$ cat src/rtl/mips_pkg.sv
// Shared MIPS front-end definitions: word geometry, the canonical NOP and the
// IF/ID bundle type produced by the fetch stage.
package mips_pkg;

    localparam int unsigned WORD_W      = 32;
    localparam int unsigned INSTR_BYTES = 4;

    // sll $0,$0,0
    localparam logic [WORD_W-1:0] NOP = 32'h0000_0000;

    typedef struct packed {
        logic [WORD_W-1:0] pc;
        logic [WORD_W-1:0] instr;
        logic              valid;
    } if_bundle_t;

endpackage

$ cat src/rtl/fetch_unit_if.sv
// Fetch-stage bus: control from downstream, instruction memory address/data,
// the IF/ID output and the optional performance counters.
// master = fetch unit side, slave = pipeline/memory side.
interface fetch_unit_if
    import mips_pkg::*;
#(
    parameter int unsigned CNT_WIDTH = 32
) ();

    logic                 stall;
    logic                 redirect;
    logic [WORD_W-1:0]    redirect_target;
    logic [WORD_W-1:0]    imem_addr;
    logic [WORD_W-1:0]    imem_instruction;
    logic [WORD_W-1:0]    if_pc;
    logic [WORD_W-1:0]    if_instr;
    logic                 if_valid;
    logic [CNT_WIDTH-1:0] perf_fetched;
    logic [CNT_WIDTH-1:0] perf_stalls;

    modport master (
        input  stall, redirect, redirect_target, imem_instruction,
        output imem_addr, if_pc, if_instr, if_valid, perf_fetched, perf_stalls
    );

    modport slave (
        output stall, redirect, redirect_target, imem_instruction,
        input  imem_addr, if_pc, if_instr, if_valid, perf_fetched, perf_stalls
    );

endinterface

$ cat src/rtl/fetch_perf_counter.sv
// Saturating, enable-driven event counter used by the fetch unit's
// performance monitors. Only built when FETCH_PERF_CNT_EN is defined, so the
// default build contains no counter logic at all.
`ifdef FETCH_PERF_CNT_EN
module fetch_perf_counter #(
    parameter int unsigned Width = 32
) (
    input  logic             clk,
    input  logic             rst_n,
    input  logic             en_i,
    output logic [Width-1:0] cnt_o
);

    logic [Width-1:0] cnt_q, cnt_d;

    // Count enabled cycles, sticking at all-ones.
    always_comb begin
        cnt_d = cnt_q;
        if (en_i && (cnt_q != {Width{1'b1}})) begin
            cnt_d = cnt_q + Width'(1);
        end
    end

    // Counter state.
    always_ff @(posedge clk or negedge rst_n) begin
        if (!rst_n) begin
            cnt_q <= '0;
        end else begin
            cnt_q <= cnt_d;
        end
    end

    assign cnt_o = cnt_q;

endmodule
`endif

$ cat src/rtl/fetch_unit.sv
// Program counter and fetch control in front of a 1-cycle synchronous
// instruction memory. Pairs each returned word with its PC, handles stall
// (re-read the held word) and redirect (kill current output, fetch target
// the same cycle, so no bubble).
// Optional: FETCH_PERF_CNT_EN builds the fetched/stall performance counters.
module fetch_unit
    import mips_pkg::*;
#(
    parameter logic [WORD_W-1:0] RESET_PC  = 32'h0000_0000,
    parameter int unsigned       CNT_WIDTH = 32
) (
    input logic          clk,
    input logic          rst_n,
    fetch_unit_if.master bus
);

    logic [WORD_W-1:0] pc_q, pc_d;
    logic [WORD_W-1:0] fpc_q, fpc_d;
    logic              vq_q, vq_d;
    logic [WORD_W-1:0] sel_addr;
    if_bundle_t        if_out;

    // Address select: redirect beats stall beats sequential.
    always_comb begin
        sel_addr = pc_q;
        if (bus.redirect) begin
            sel_addr = bus.redirect_target & ~WORD_W'(INSTR_BYTES - 1);
        end else if (bus.stall) begin
            // Re-present the in-flight address so the memory output stays put.
            sel_addr = fpc_q;
        end
    end

    assign bus.imem_addr = sel_addr >> 2;

    // Next state: any non-stalled cycle (or a redirect) advances to sel_addr.
    always_comb begin
        pc_d  = pc_q;
        fpc_d = fpc_q;
        vq_d  = vq_q;
        if (bus.redirect || !bus.stall) begin
            fpc_d = sel_addr;
            pc_d  = sel_addr + WORD_W'(INSTR_BYTES);
            vq_d  = 1'b1;
        end
    end

    // PC / in-flight PC / valid registers.
    always_ff @(posedge clk or negedge rst_n) begin
        if (!rst_n) begin
            pc_q  <= RESET_PC;
            fpc_q <= RESET_PC;
            vq_q  <= 1'b0;
        end else begin
            pc_q  <= pc_d;
            fpc_q <= fpc_d;
            vq_q  <= vq_d;
        end
    end

    // IF/ID output: a redirect squashes whatever is on the output this cycle.
    always_comb begin
        if_out.pc    = fpc_q;
        if_out.valid = vq_q & ~bus.redirect;
        if_out.instr = if_out.valid ? bus.imem_instruction : NOP;
    end

    assign bus.if_pc    = if_out.pc;
    assign bus.if_instr = if_out.instr;
    assign bus.if_valid = if_out.valid;

`ifdef FETCH_PERF_CNT_EN
    fetch_perf_counter #(
        .Width (CNT_WIDTH)
    ) u_cnt_fetched (
        .clk   (clk),
        .rst_n (rst_n),
        .en_i  (if_out.valid & ~bus.stall),
        .cnt_o (bus.perf_fetched)
    );

    fetch_perf_counter #(
        .Width (CNT_WIDTH)
    ) u_cnt_stalls (
        .clk   (clk),
        .rst_n (rst_n),
        .en_i  (bus.stall & ~bus.redirect),
        .cnt_o (bus.perf_stalls)
    );
`else
    assign bus.perf_fetched = {CNT_WIDTH{1'b0}};
    assign bus.perf_stalls  = {CNT_WIDTH{1'b0}};
`endif

endmodule
$ cat src/flat_wrapper.sv
// flat-port wrapper written by rule: the top's interface ports become plain ports
module fetch_unit_flat import mips_pkg::*;
#(
    parameter logic [WORD_W-1:0] RESET_PC  = 32'h0000_0000,
    parameter int unsigned       CNT_WIDTH = 32
)
  (clk, rst_n, bus_stall, bus_redirect, bus_redirect_target, bus_imem_instruction, bus_imem_addr, bus_if_pc, bus_if_instr, bus_if_valid, bus_perf_fetched, bus_perf_stalls);
  fetch_unit_if #(.CNT_WIDTH(CNT_WIDTH)) bus_i ();
  input logic clk;
  input logic rst_n;
  input wire logic [$bits(bus_i.stall)-1:0] bus_stall;
  input wire logic [$bits(bus_i.redirect)-1:0] bus_redirect;
  input wire logic [$bits(bus_i.redirect_target)-1:0] bus_redirect_target;
  input wire logic [$bits(bus_i.imem_instruction)-1:0] bus_imem_instruction;
  output wire logic [$bits(bus_i.imem_addr)-1:0] bus_imem_addr;
  output wire logic [$bits(bus_i.if_pc)-1:0] bus_if_pc;
  output wire logic [$bits(bus_i.if_instr)-1:0] bus_if_instr;
  output wire logic [$bits(bus_i.if_valid)-1:0] bus_if_valid;
  output wire logic [$bits(bus_i.perf_fetched)-1:0] bus_perf_fetched;
  output wire logic [$bits(bus_i.perf_stalls)-1:0] bus_perf_stalls;
  assign bus_i.stall = bus_stall;
  assign bus_i.redirect = bus_redirect;
  assign bus_i.redirect_target = bus_redirect_target;
  assign bus_i.imem_instruction = bus_imem_instruction;
  assign bus_imem_addr = bus_i.imem_addr;
  assign bus_if_pc = bus_i.if_pc;
  assign bus_if_instr = bus_i.if_instr;
  assign bus_if_valid = bus_i.if_valid;
  assign bus_perf_fetched = bus_i.perf_fetched;
  assign bus_perf_stalls = bus_i.perf_stalls;
  fetch_unit #(.RESET_PC(RESET_PC), .CNT_WIDTH(CNT_WIDTH)) u_core (.clk(clk), .rst_n(rst_n), .bus(bus_i));
endmodule
$ cat config.mk
export PLATFORM = sky130hd
export DESIGN_NAME = fetch_unit_flat
export DESIGN_NICKNAME = d
export VERILOG_FILES = /design/src/rtl/mips_pkg.sv /design/src/rtl/fetch_unit_if.sv /design/src/rtl/fetch_perf_counter.sv /design/src/rtl/fetch_unit.sv /design/src/flat_wrapper.sv
export SDC_FILE = /design/constraint.sdc
export NUM_CORES = 1
export LEC_CHECK = 0
export ABC_CLOCK_PERIOD_IN_PS = 6900
export CORE_ASPECT_RATIO = 0.8
export CORE_MARGIN = 2
export CORE_UTILIZATION = 44
export DETAILED_ROUTE_END_ITERATION = 10
export PLACE_DENSITY = 0.92
export SLEW_MARGIN = 20
export SYNTH_ARGS = -nofsm -noshare
export SYNTH_HDL_FRONTEND = slang
export SYNTH_SLANG_ARGS = --single-unit
export TNS_END_PERCENT = 100
$ cat constraint.sdc
create_clock -name clk -period 6.9 [get_ports clk]
set_clock_uncertainty 0.05 [all_clocks]
set_input_delay 1.38 -clock clk [delete_from_list [all_inputs] [get_ports clk]]
set_output_delay 1.38 -clock clk [all_outputs]
set_load 0.02 [all_outputs]
After elaboration in Yosys (flattened, before gate mapping)
Index checks and enable logic that the tools add are counted.
{ "op_classes": {"n_bitwise": 2, "n_mux": 3, "addsub": 1, "n_reduce_logical": 2} }
{ "ops": {"columns": ["op", "count"], "rows": [
  ["32-bit 2-to-1 mux", 3],
  ["32-bit by 3-bit adder with 32-bit output (second input constant)", 1],
  ["1-bit AND", 1],
  ["1-bit logical NOT", 1],
  ["1-bit logical OR", 1],
  ["1-bit NOT", 1]
]} }
{ "totals": {"wordCells": 11, "inputBits": 68, "regBits": 65} }

Depth between registers and ports, before layout
Gate-level depths: netlist of the first run.
{ "depth": {"word_depth": 3, "depth_mapped": 13} }

Worst setup path before layout of the first run
Ideal clock, no wire load.
{ "synth_timing": {"path_type": "input -> output", "from": "in bus_stall", "to": "out bus_imem_addr[29]", "t_arrival_ns": 2.955, "path_stages": 7, "t_required_ns": 5.470, "setup_slack_ns": 2.515, "cell_sequence": "buf_6 -> buf_12 -> buf_12 -> buf_2 -> buf_1 -> mux2i_1 -> o21ai_0"} }
{ "synth_between": {"elab_chain_cells": 2} }
{ "synth_rtl": {"columns": ["element", "line_no", "rtl"], "rows": [
  ["start: declaration", "flat_wrapper.sv:11", "input wire logic [$bits(bus_i.stall)-1:0] bus_stall;"],
  ["32-bit 2-to-1 mux", "fetch_unit.sv:28", "end else if (bus.stall) begin"],
  ["32-bit 2-to-1 mux", "fetch_unit.sv:26", "if (bus.redirect) begin"],
  ["end: declaration", "flat_wrapper.sv:15", "output wire logic [$bits(bus_i.imem_addr)-1:0] bus_imem_addr;"]
]} }
No other way between the ends.

Worst setup path after layout of the first run
{ "layout_timing": {"from": "in bus_stall", "to": "out bus_imem_addr[25]"} }
The elaborated chain is that of the path after synthesis.

==> results of run 1 <==
-- layout by cell type, fill, tap and decap left out, types with 3 or more instances in the layout --
cell / n
xnor2_1: 47
nor4_1: 3
o21a_1: 4
buf_4: 5
o21ai_1: 13
mux2i_1: 44
nand3_1: 6
xor2_1: 4
o21ai_0: 38
nand2b_1: 3
nor2b_1: 3
a21oi_1: 4
conb_1: 68
nand2_1: 48
nor3_1: 14
mux2_2: 5
nor2_1: 16
nand4_1: 5
clkbuf_16: 9
and3_1: 4
nor4_2: 7
nand4_4: 3
inv_1: 3
and2_1: 35
clkdlybuf4s50_1: 155
o21ai_2: 11
dfrtp_1: 61
-- logic make-up (layout without fill, tap and decap cells) --
kind of cell / after synthesis / count (layout) / synth area share (%)
AND/OR/NAND/NOR: 158 / 158 / 20.7
buffers and inverters: 101 / 182 / 15.6
AO/OA/AOI/OAI: 73 / 73 / 9.47
flip-flops: 61 / 61 / 33.3
XOR/XNOR: 51 / 51 / 9.74
multiplexers: 49 / 49 / 10.8
adder cells (fa/ha/maj): 1 / 1 / 0.273
other: 1 / 68 / 0.0818
-- per-stage QoR --
step                instances  hold slack, ps  instance area [um2]  total power [mW]
floorplan                 562             381                 4840             0.692
global placement          767             398                 5930             0.825
detailed placement        767             404                 5930             0.839
CTS                       783             417                 6240              1.31
global route              783             422                 6240              1.36
finish                    783             420                 6240              1.30
-- final cells by class --
cell class / count / area share [%]
Clock inverter: 5 / 0.943
Inverter: 3 / 0.181
Tap cell: 140 / 2.81
Multi-Input combinational cell: 400 / 41.6
Sequential cell: 61 / 24.5
Clock buffer: 11 / 4.05
Timing Repair Buffer: 163 / 26.0
-- power groups by stage --
stage / logic, mW / clock network (mW) / registers (mW)
after CTS: 0.410 / 0.478 / 0.426
after floorplan: 0.243 / 0 / 0.449
final: 0.409 / 0.470 / 0.426
after global placement: 0.397 / 0 / 0.428
after global routing: 0.438 / 0.492 / 0.430
after detailed placement: 0.407 / 0 / 0.431
-- metal layers --
metal	global-route usage [%]	share of wire, %	up-vias
met1	24.7	41	1869
met5	0	0	-
li1	-	-	1824
met3	7.12	6.9	10
met4	5.52	0.68	0
met2	39.0	52	139
-- registers in the layout, indices dropped and copies added, names as in the netlist --
register and count:
u_core.bus.if_pc 30, u_core.pc_q 30, u_core.vq_q 1
-- worst min-delay path by stage --
stage / start / endpoint / slack [ps]
6_report: u_core.vq_q / u_core.vq_q / 420
2_1_floorplan: u_core.vq_q / u_core.vq_q / 380
3_3_place_gp: u_core.vq_q / u_core.vq_q / 400
4_1_cts: u_core.vq_q / u_core.vq_q / 420
3_5_place_dp: u_core.vq_q / u_core.vq_q / 400
5_1_grt: u_core.vq_q / u_core.vq_q / 420
==> results.json, run 1 <==
{
  "worst_slack_ps": 1990,
  "synth_cell_types": 43,
  "setup_violations": 0,
  "reg2reg_to": "u_core.pc_q[18]",
  "slowest_delay_ps": 700,
  "drt-wirelength-per-cell_um": 15.5,
  "grt_usage_pct": 21.5,
  "synth_ff_type": "dfrtp_1",
  "switchingPower_uw": 427,
  "core_um2": 10200,
  "clkTransAtPathRegs_ps": 50,
  "swShare_pct": 32.7,
  "routed_wirelength_mm": 12.1,
  "rsz0062_at_grt": "false",
  "reg2reg_slack_ps": 4060,
  "cts.repair.resized": 0,
  "place.gp.congestion": 0.832,
  "clock-sinks": 61,
  "grt_first_pass_wirelength_mm": 19.1,
  "clk-insertion-delay-late_ps": 330,
  "setup_tns_ps": 0,
  "worstPathMaxFanout": 25,
  "multiInputGateArea_um2": 2590,
  "maxCapViolations": 0,
  "pre_cts_ws_ps": 1990,
  "grt_pass1_vias": 3781,
  "required_ps": 5470,
  "synth_most_common_cell": "buf_4",
  "fin_nets": 707,
  "numCtsBuffers": 9,
  "cts_tree": "built",
  "finalHoldViolCount": 0,
  "die_y_um": 95.3,
  "yosysSeqAreaShare_pct": 33.3,
  "vias": 3842,
  "critical-path-top-delay-family": "buffers and inverters",
  "postSynth.asyncResetShare_pct": 100,
  "hold_class": "register to register",
  "critPathKind": "input port to output pin",
  "cts-root-buf": "clkbuf_16",
  "drive_gt1_share_pct": 9.33,
  "slew_viol_final": 0,
  "end_kind": "output pin",
  "antenna_found_initial": 0,
  "status": "finished clean",
  "initial_utilization_pct": 45.0,
  "h-tree-depth": 3,
  "drt_iter0_markers": 155,
  "syn_to_final_growth_pct": 36.1,
  "die_w_um": 118,
  "p_leak_nw": 2.56,
  "fin_crit_ps": 4910,
  "cts.path.max_buffers": 2,
  "cp_data_arrival_time_ps": 3480,
  "seqPwrFrac_pct": 32.6,
  "io_pins": 229,
  "portBuffers": 158,
  "worst_pin_slew_ps": 832,
  "finalCritPeriodShare_pct": 71.2,
  "netlist_area_um2": 4580,
  "cpMaxStageDelayCell": "clkdlybuf4s50_1",
  "synth.top_cell.area_share_pct": 33.3,
  "synth_area_leaders": "dfrtp_1 (33%), buf_4 (12%), mux2i_1 (9.6%)",
  "ff_latch_area_um2": 1530,
  "overflow": 0,
  "yosysTopAreaCell": "dfrtp_1",
  "reg2reg_from": "u_core.bus.if_pc[3]",
  "rows": 33,
  "syn_area_per_cell_um2": 9.26,
  "start_kind": "input port",
  "synthCells": 495,
  "rr_worst_depth": 9,
  "ant_nets": 0,
  "synth_commonest_cells": "buf_4 (74), dfrtp_1 (61), nand2_1 (48), xnor2_1 (47), mux2i_1 (44)",
  "synth_edf_count": 0,
  "hold_path_depth": 1,
  "critPathBufInv": 3,
  "ys_ff_latch": 61,
  "cts_hold_buffers": 0,
  "pwr-share-clk_pct": 36.0,
  "max-vdd-ir-drop_uv": 140,
  "path_cells": "buf_2, buf_4, mux2i_1, o21ai_1, clkdlybuf4s50_1",
  "cts_setup_buffers": 0,
  "crit_cells": 5,
  "post-route-util_pct": 61.2,
  "maxSlewHeadroom_pct": 44.5,
  "power_frac_comb_pct": 31.3,
  "grt_start_max_net_pins": 78,
  "dr.pass1.iters": 4,
  "hpwl_mm": 9.05,
  "critPathLaunch": "bus_stall",
  "diodes": 0,
  "vias_per_cell": 4.91,
  "p_per_area_nw_per_um2": 209,
  "ys_warn_count": 0,
  "p_int_uw": 877,
  "fmax_mhz": 204,
  "post-route-drc-count": 0,
  "num-fill-cells": 869,
  "die_area_um2": 11300,
  "endpoint": "bus_imem_addr[25]"
}
No activity file was read; power rests on OpenSTA's default activity.
==> run 2, diff against run 1 <==
--- a/config.mk
+++ b/config.mk
@@ -5,12 +5,12 @@
 export SDC_FILE = /design/constraint.sdc
 export NUM_CORES = 1
 export LEC_CHECK = 0
-export ABC_CLOCK_PERIOD_IN_PS = 6900
+export ABC_CLOCK_PERIOD_IN_PS = 4200
 export CORE_ASPECT_RATIO = 0.8
 export CORE_MARGIN = 2
-export CORE_UTILIZATION = 44
+export CORE_UTILIZATION = 37
 export DETAILED_ROUTE_END_ITERATION = 10
-export PLACE_DENSITY = 0.92
+export PLACE_DENSITY = 0.83
 export SLEW_MARGIN = 20
 export SYNTH_ARGS = -nofsm -noshare
 export SYNTH_HDL_FRONTEND = slang
==> constraint.sdc (replaced) <==
create_clock -name clk -period 4.2 [get_ports clk]
set_clock_uncertainty 0.05 [all_clocks]
set_input_delay 0.84 -clock clk [delete_from_list [all_inputs] [get_ports clk]]
set_output_delay 0.84 -clock clk [all_outputs]
set_load 0.02 [all_outputs]
==> run 2 against run 1 <==
  * Setup slack lost 1400 ps
  * Largest cell class unchanged
  * Core utilization shrank 9.5 points
  * Combinational power grew 64%
  * Worst hold slack better by 2.8 ps
  * Largest power group unchanged
  * Clock power rose by 55%
  * Power rose by 61%
==> results.json, run 2 (synthesis results as in run 1) <==
{
  "die_area_um2": 13300,
  "power_frac_comb_pct": 32.0,
  "seqPwrFrac_pct": 33.3,
  "place.gp.congestion": 0.855,
  "die_w_um": 128,
  "routed_wirelength_mm": 12.2,
  "final_area_um2": 6260,
  "cp_data_arrival_time_ps": 2760,
  "max-vdd-ir-drop_uv": 178,
  "rr_worst_depth": 9,
  "worstPathMaxFanout": 34,
  "drive_gt1_share_pct": 9.46,
  "layout_commonest_cell": "clkdlybuf4s50_1",
  "dr.pass1.iters": 5,
  "finalCritPeriodShare_pct": 86.8,
  "final_cell_mix": "clkdlybuf4s50_1 (155), conb_1 (68), dfrtp_1 (61)",
  "status": "finished clean",
  "vias_per_cell": 4.90,
  "cts.repair.resized": 0,
  "p_int_mw": 1.41,
  "dpl-instance-area_um2": 5960,
  "required_ps": 3310,
  "swShare_pct": 32.6,
  "grt_usage_pct": 18.2,
  "maxCapViolations": 0,
  "portBuffers": 158,
  "drt-wirelength-per-cell_um": 15.3,
  "h-tree-depth": 3,
  "clk-insertion-delay-late_ps": 330,
  "clock-sinks": 61,
  "hpwl_mm": 9.33,
  "overflow": 0,
  "io_pins": 229,
  "rsz0062_at_grt": "false",
  "grt_pass1_vias": 3764,
  "core_um2": 12100,
  "grt_first_pass_wirelength_mm": 19.2,
  "antenna_found_initial": 1,
  "post-route-drc-count": 0,
  "ant_nets": 0,
  "start_kind": "input port",
  "end_kind": "output pin",
  "rows": 36,
  "maxSlewHeadroom_pct": 55.1,
  "numCtsBuffers": 9,
  "cts_setup_buffers": 0,
  "cts_tree": "built",
  "fin_crit_ps": 3650,
  "p_leak_nw": 2.56,
  "vias": 3908,
  "fin_nets": 709,
  "syn_to_final_growth_pct": 36.5,
  "slew_viol_final": 0,
  "setup_violations": 0,
  "fmax_mhz": 274,
  "drt_iter0_markers": 155,
  "cts-root-buf": "clkbuf_16",
  "switchingPower_uw": 684,
  "clkTransAtPathRegs_ps": 50,
  "cts.path.max_buffers": 2,
  "cts_hold_buffers": 0,
  "pwr-share-clk_pct": 34.7,
  "grt_start_max_net_pins": 61,
  "worst_pin_slew_ps": 673,
  "hold_class": "register to register",
  "p_total_mw": 2.10,
  "setup_tns_ps": 0,
  "critPathKind": "input port to output pin",
  "p_per_area_nw_per_um2": 335,
  "initial_utilization_pct": 37.8,
  "hold_path_depth": 1,
  "finalHoldViolCount": 0,
  "die_y_um": 104
}
## run 2: cell types whose count changed in the layout (fill, tap and decap cells not counted), sizes merged
cell | before | now
buf | 8 | 10
clkinv | 2 | 0
diode | 0 | 1
bufinv | 1 | 0
clkbuf | 11 | 14
## run 2: through the flow
step	worst slack (ps)	utilization [%]	hold slack, ps	cells
floorplan	848	-	381	562
global placement	619	49.2	400	781
detailed placement	555	49.2	401	781
CTS	563	51.6	413	797
global route	398	51.7	473	798
finish	553	51.7	423	798
## run 2: area by class of cell
cell class,instances,area (um2)
clock buffers,14,284
multi-input cells,400,2590
well taps,152,190
diodes,1,2.50
fillers,1097,5860
inverters,3,11.3
flip-flops and latches,61,1530
repair buffers,165,1630
clock inverters,2,15.0
## run 2: per-layer routing
| metal | vias to the layer above | global-route usage [%] | share of wire (%) |
|---|---|---|---|
| met3 | 16 | 4.91 | 8.9 |
| met2 | 177 | 31.7 | 50 |
| li1 | 1837 | - | - |
| met4 | 0 | 5.49 | 1.9 |
| met5 | - | 0 | 0 |
| met1 | 1878 | 21.7 | 39 |
## run 2: final timing paths
check                                    start  slack [ps]                end
min in group asynchronous                rst_n         500    u_core.pc_q[17]
max in group asynchronous                rst_n        2710    u_core.pc_q[28]
max                                  bus_stall         550  bus_imem_addr[25]
min reg2reg                        u_core.vq_q         420        u_core.vq_q
min                                u_core.vq_q         420        u_core.vq_q
max reg2reg                u_core.bus.if_pc[3]        1450    u_core.pc_q[24]
## run 2: critical path, stage by stage
cell and delay, ps:
buf_2 190, buf_4 510, mux2i_1 170, o21ai_1 350, clkdlybuf4s50_1 680
## run 2: power groups by stage
stage / Combinational, mW / Sequential, mW / Clock (mW)
3_5_place_dp: 0.670 / 0.709 / 0
2_1_floorplan: 0.400 / 0.737 / 0
6_report: 0.671 / 0.699 / 0.729
3_3_place_gp: 0.657 / 0.705 / 0
5_1_grt: 0.719 / 0.707 / 0.772
4_1_cts: 0.673 / 0.700 / 0.742
==> run 3, diff against run 2 <==
--- a/config.mk
+++ b/config.mk
@@ -7,10 +7,10 @@
 export LEC_CHECK = 0
 export ABC_CLOCK_PERIOD_IN_PS = 4200
 export CORE_ASPECT_RATIO = 0.8
-export CORE_MARGIN = 2
+export CORE_MARGIN = 8
 export CORE_UTILIZATION = 37
 export DETAILED_ROUTE_END_ITERATION = 10
-export PLACE_DENSITY = 0.83
+export PLACE_DENSITY = 0.8
 export SLEW_MARGIN = 20
 export SYNTH_ARGS = -nofsm -noshare
 export SYNTH_HDL_FRONTEND = slang
==> run 3 against run 2 <==
  * Routed wire length is 11% higher
  * Global-route usage is 2.1 points lower
  * Worst hold slack worse by 6.6 ps
  * Sequential share of layout area hardly changed
  * Die area is 22% higher
  * Power is 0.23% higher
  * Setup slack better by 94 ps
  * Count of clock-buffer cells in the layout is 1 lower
  * Sequential cell count stayed put
  * Fmax is 2.6% higher
  * Non-clock buffer count is 1 higher
  * Combinational power is 0.9% higher
  * Critical path type unchanged
  * Critical endpoint unchanged
==> results.json, run 3 (synthesis results as in run 1) <==
{
  "status": "finished clean",
  "p_per_area_nw_per_um2": 337,
  "layout_commonest_cell": "clkdlybuf4s50_1",
  "rsz0062_at_grt": "false",
  "antenna_found_initial": 0,
  "dr.pass1.iters": 5,
  "final_cell_mix": "clkdlybuf4s50_1 (155), conb_1 (68), dfrtp_1 (61)",
  "critPathKind": "input port to output pin",
  "pre_cts_ws_ps": 584,
  "max-vdd-ir-drop_uv": 306,
  "rows": 36,
  "worst_slack_ps": 646,
  "fin_nets": 710,
  "grt_pass1_vias": 3993,
  "worstPathMaxFanout": 29,
  "vias_per_cell": 4.84,
  "drt-wirelength-per-cell_um": 17.0,
  "hold_class": "register to register",
  "setup_tns_ps": 0,
  "fmax_mhz": 281,
  "cts_tree": "built",
  "end_kind": "output pin",
  "io_pins": 229,
  "die_w_um": 140,
  "die_y_um": 116,
  "overflow": 0,
  "maxCapViolations": 0,
  "finalHoldViolCount": 0,
  "syn_to_final_growth_pct": 36.3,
  "holdWs_ps": 417,
  "core_um2": 12100,
  "routed_wirelength_mm": 13.6,
  "clk-insertion-delay-late_ps": 320,
  "grt_start_max_net_pins": 38,
  "grt_first_pass_wirelength_mm": 20.9,
  "cts_setup_buffers": 0,
  "place.gp.congestion": 0.822,
  "initial_utilization_pct": 37.8,
  "setup_violations": 0,
  "fin_crit_ps": 3550,
  "maxSlewHeadroom_pct": 46.7,
  "p_leak_nw": 2.57,
  "start_kind": "input port",
  "cts.path.max_buffers": 2,
  "cts.repair.resized": 0,
  "clock-sinks": 61,
  "ant_nets": 0,
  "p_total_mw": 2.10,
  "post-route-drc-count": 0,
  "slew_viol_final": 0,
  "diodes": 0,
  "cp_data_arrival_time_ps": 2660,
  "numCtsBuffers": 9,
  "clkTransAtPathRegs_ps": 50,
  "cts-root-buf": "clkbuf_16",
  "worst_pin_slew_ps": 799,
  "die_area_um2": 16200,
  "portBuffers": 158,
  "vias": 3865,
  "drive_gt1_share_pct": 9.75,
  "required_ps": 3310,
  "drt_iter0_markers": 278,
  "hpwl_mm": 10.8,
  "post-route-util_pct": 51.6,
  "h-tree-depth": 3,
  "grt_usage_pct": 16.0,
  "cts_hold_buffers": 0,
  "finalCritPeriodShare_pct": 84.6
}
[run 3: changes by cell type in the layout (fill, tap and decap cells not counted)]
cell,previous run,this run
clkinv_2,0,2
diode_2,1,0
clkbuf_1,1,0
buf_12,1,0
clkinvlp_4,2,1
buf_4,7,9
[run 3: routing by layer]
metal,GRT usage (%),wire (um)
met5,0,0
met3,5.60,1220
met4,2.86,89
met2,28.2,6780
met1,18.8,5490
[run 3: worst paths after layout]
path	slack, ps	from	to	cells after the start
setup / recovery	650	bus_stall	bus_imem_addr[25]	5
hold / removal	420	u_core.vq_q	u_core.vq_q	1
setup reg to reg	1490	u_core.bus.if_pc[3]	u_core.pc_q[18]	9
hold reg to reg	420	u_core.vq_q	u_core.vq_q	1
max in group asynchronous	2650	rst_n	u_core.bus.if_pc[13]	2
min in group asynchronous	560	rst_n	u_core.bus.if_pc[22]	1
[run 3: cell type report]
type	count	area, um2
Tap cell	152	190
Fill cell	1098	5870
Sequential cell	61	1530
Inverter	3	11.3
Multi-Input combinational cell	400	2590
Clock inverter	3	17.5
Timing Repair Buffer	166	1630
Clock buffer	13	280
[run 3: power by group]
| part | switching (mW) | internal (mW) |
|---|---|---|
| logic | 0.382 | 0.296 |
| clock network | 0.266 | 0.462 |
| registers | 0.0440 | 0.655 |
[run 3: critical path: stages]
cell and delay (ps):
buf_2 170, buf_4 460, mux2i_1 160, o21ai_1 330, clkdlybuf4s50_1 680
[run 3: through the flow]
stage,instance area [um2],instances
floorplan,4840,562
global placement,5950,782
detailed placement,5950,782
CTS,6250,798
global route,6250,798
finish,6250,798
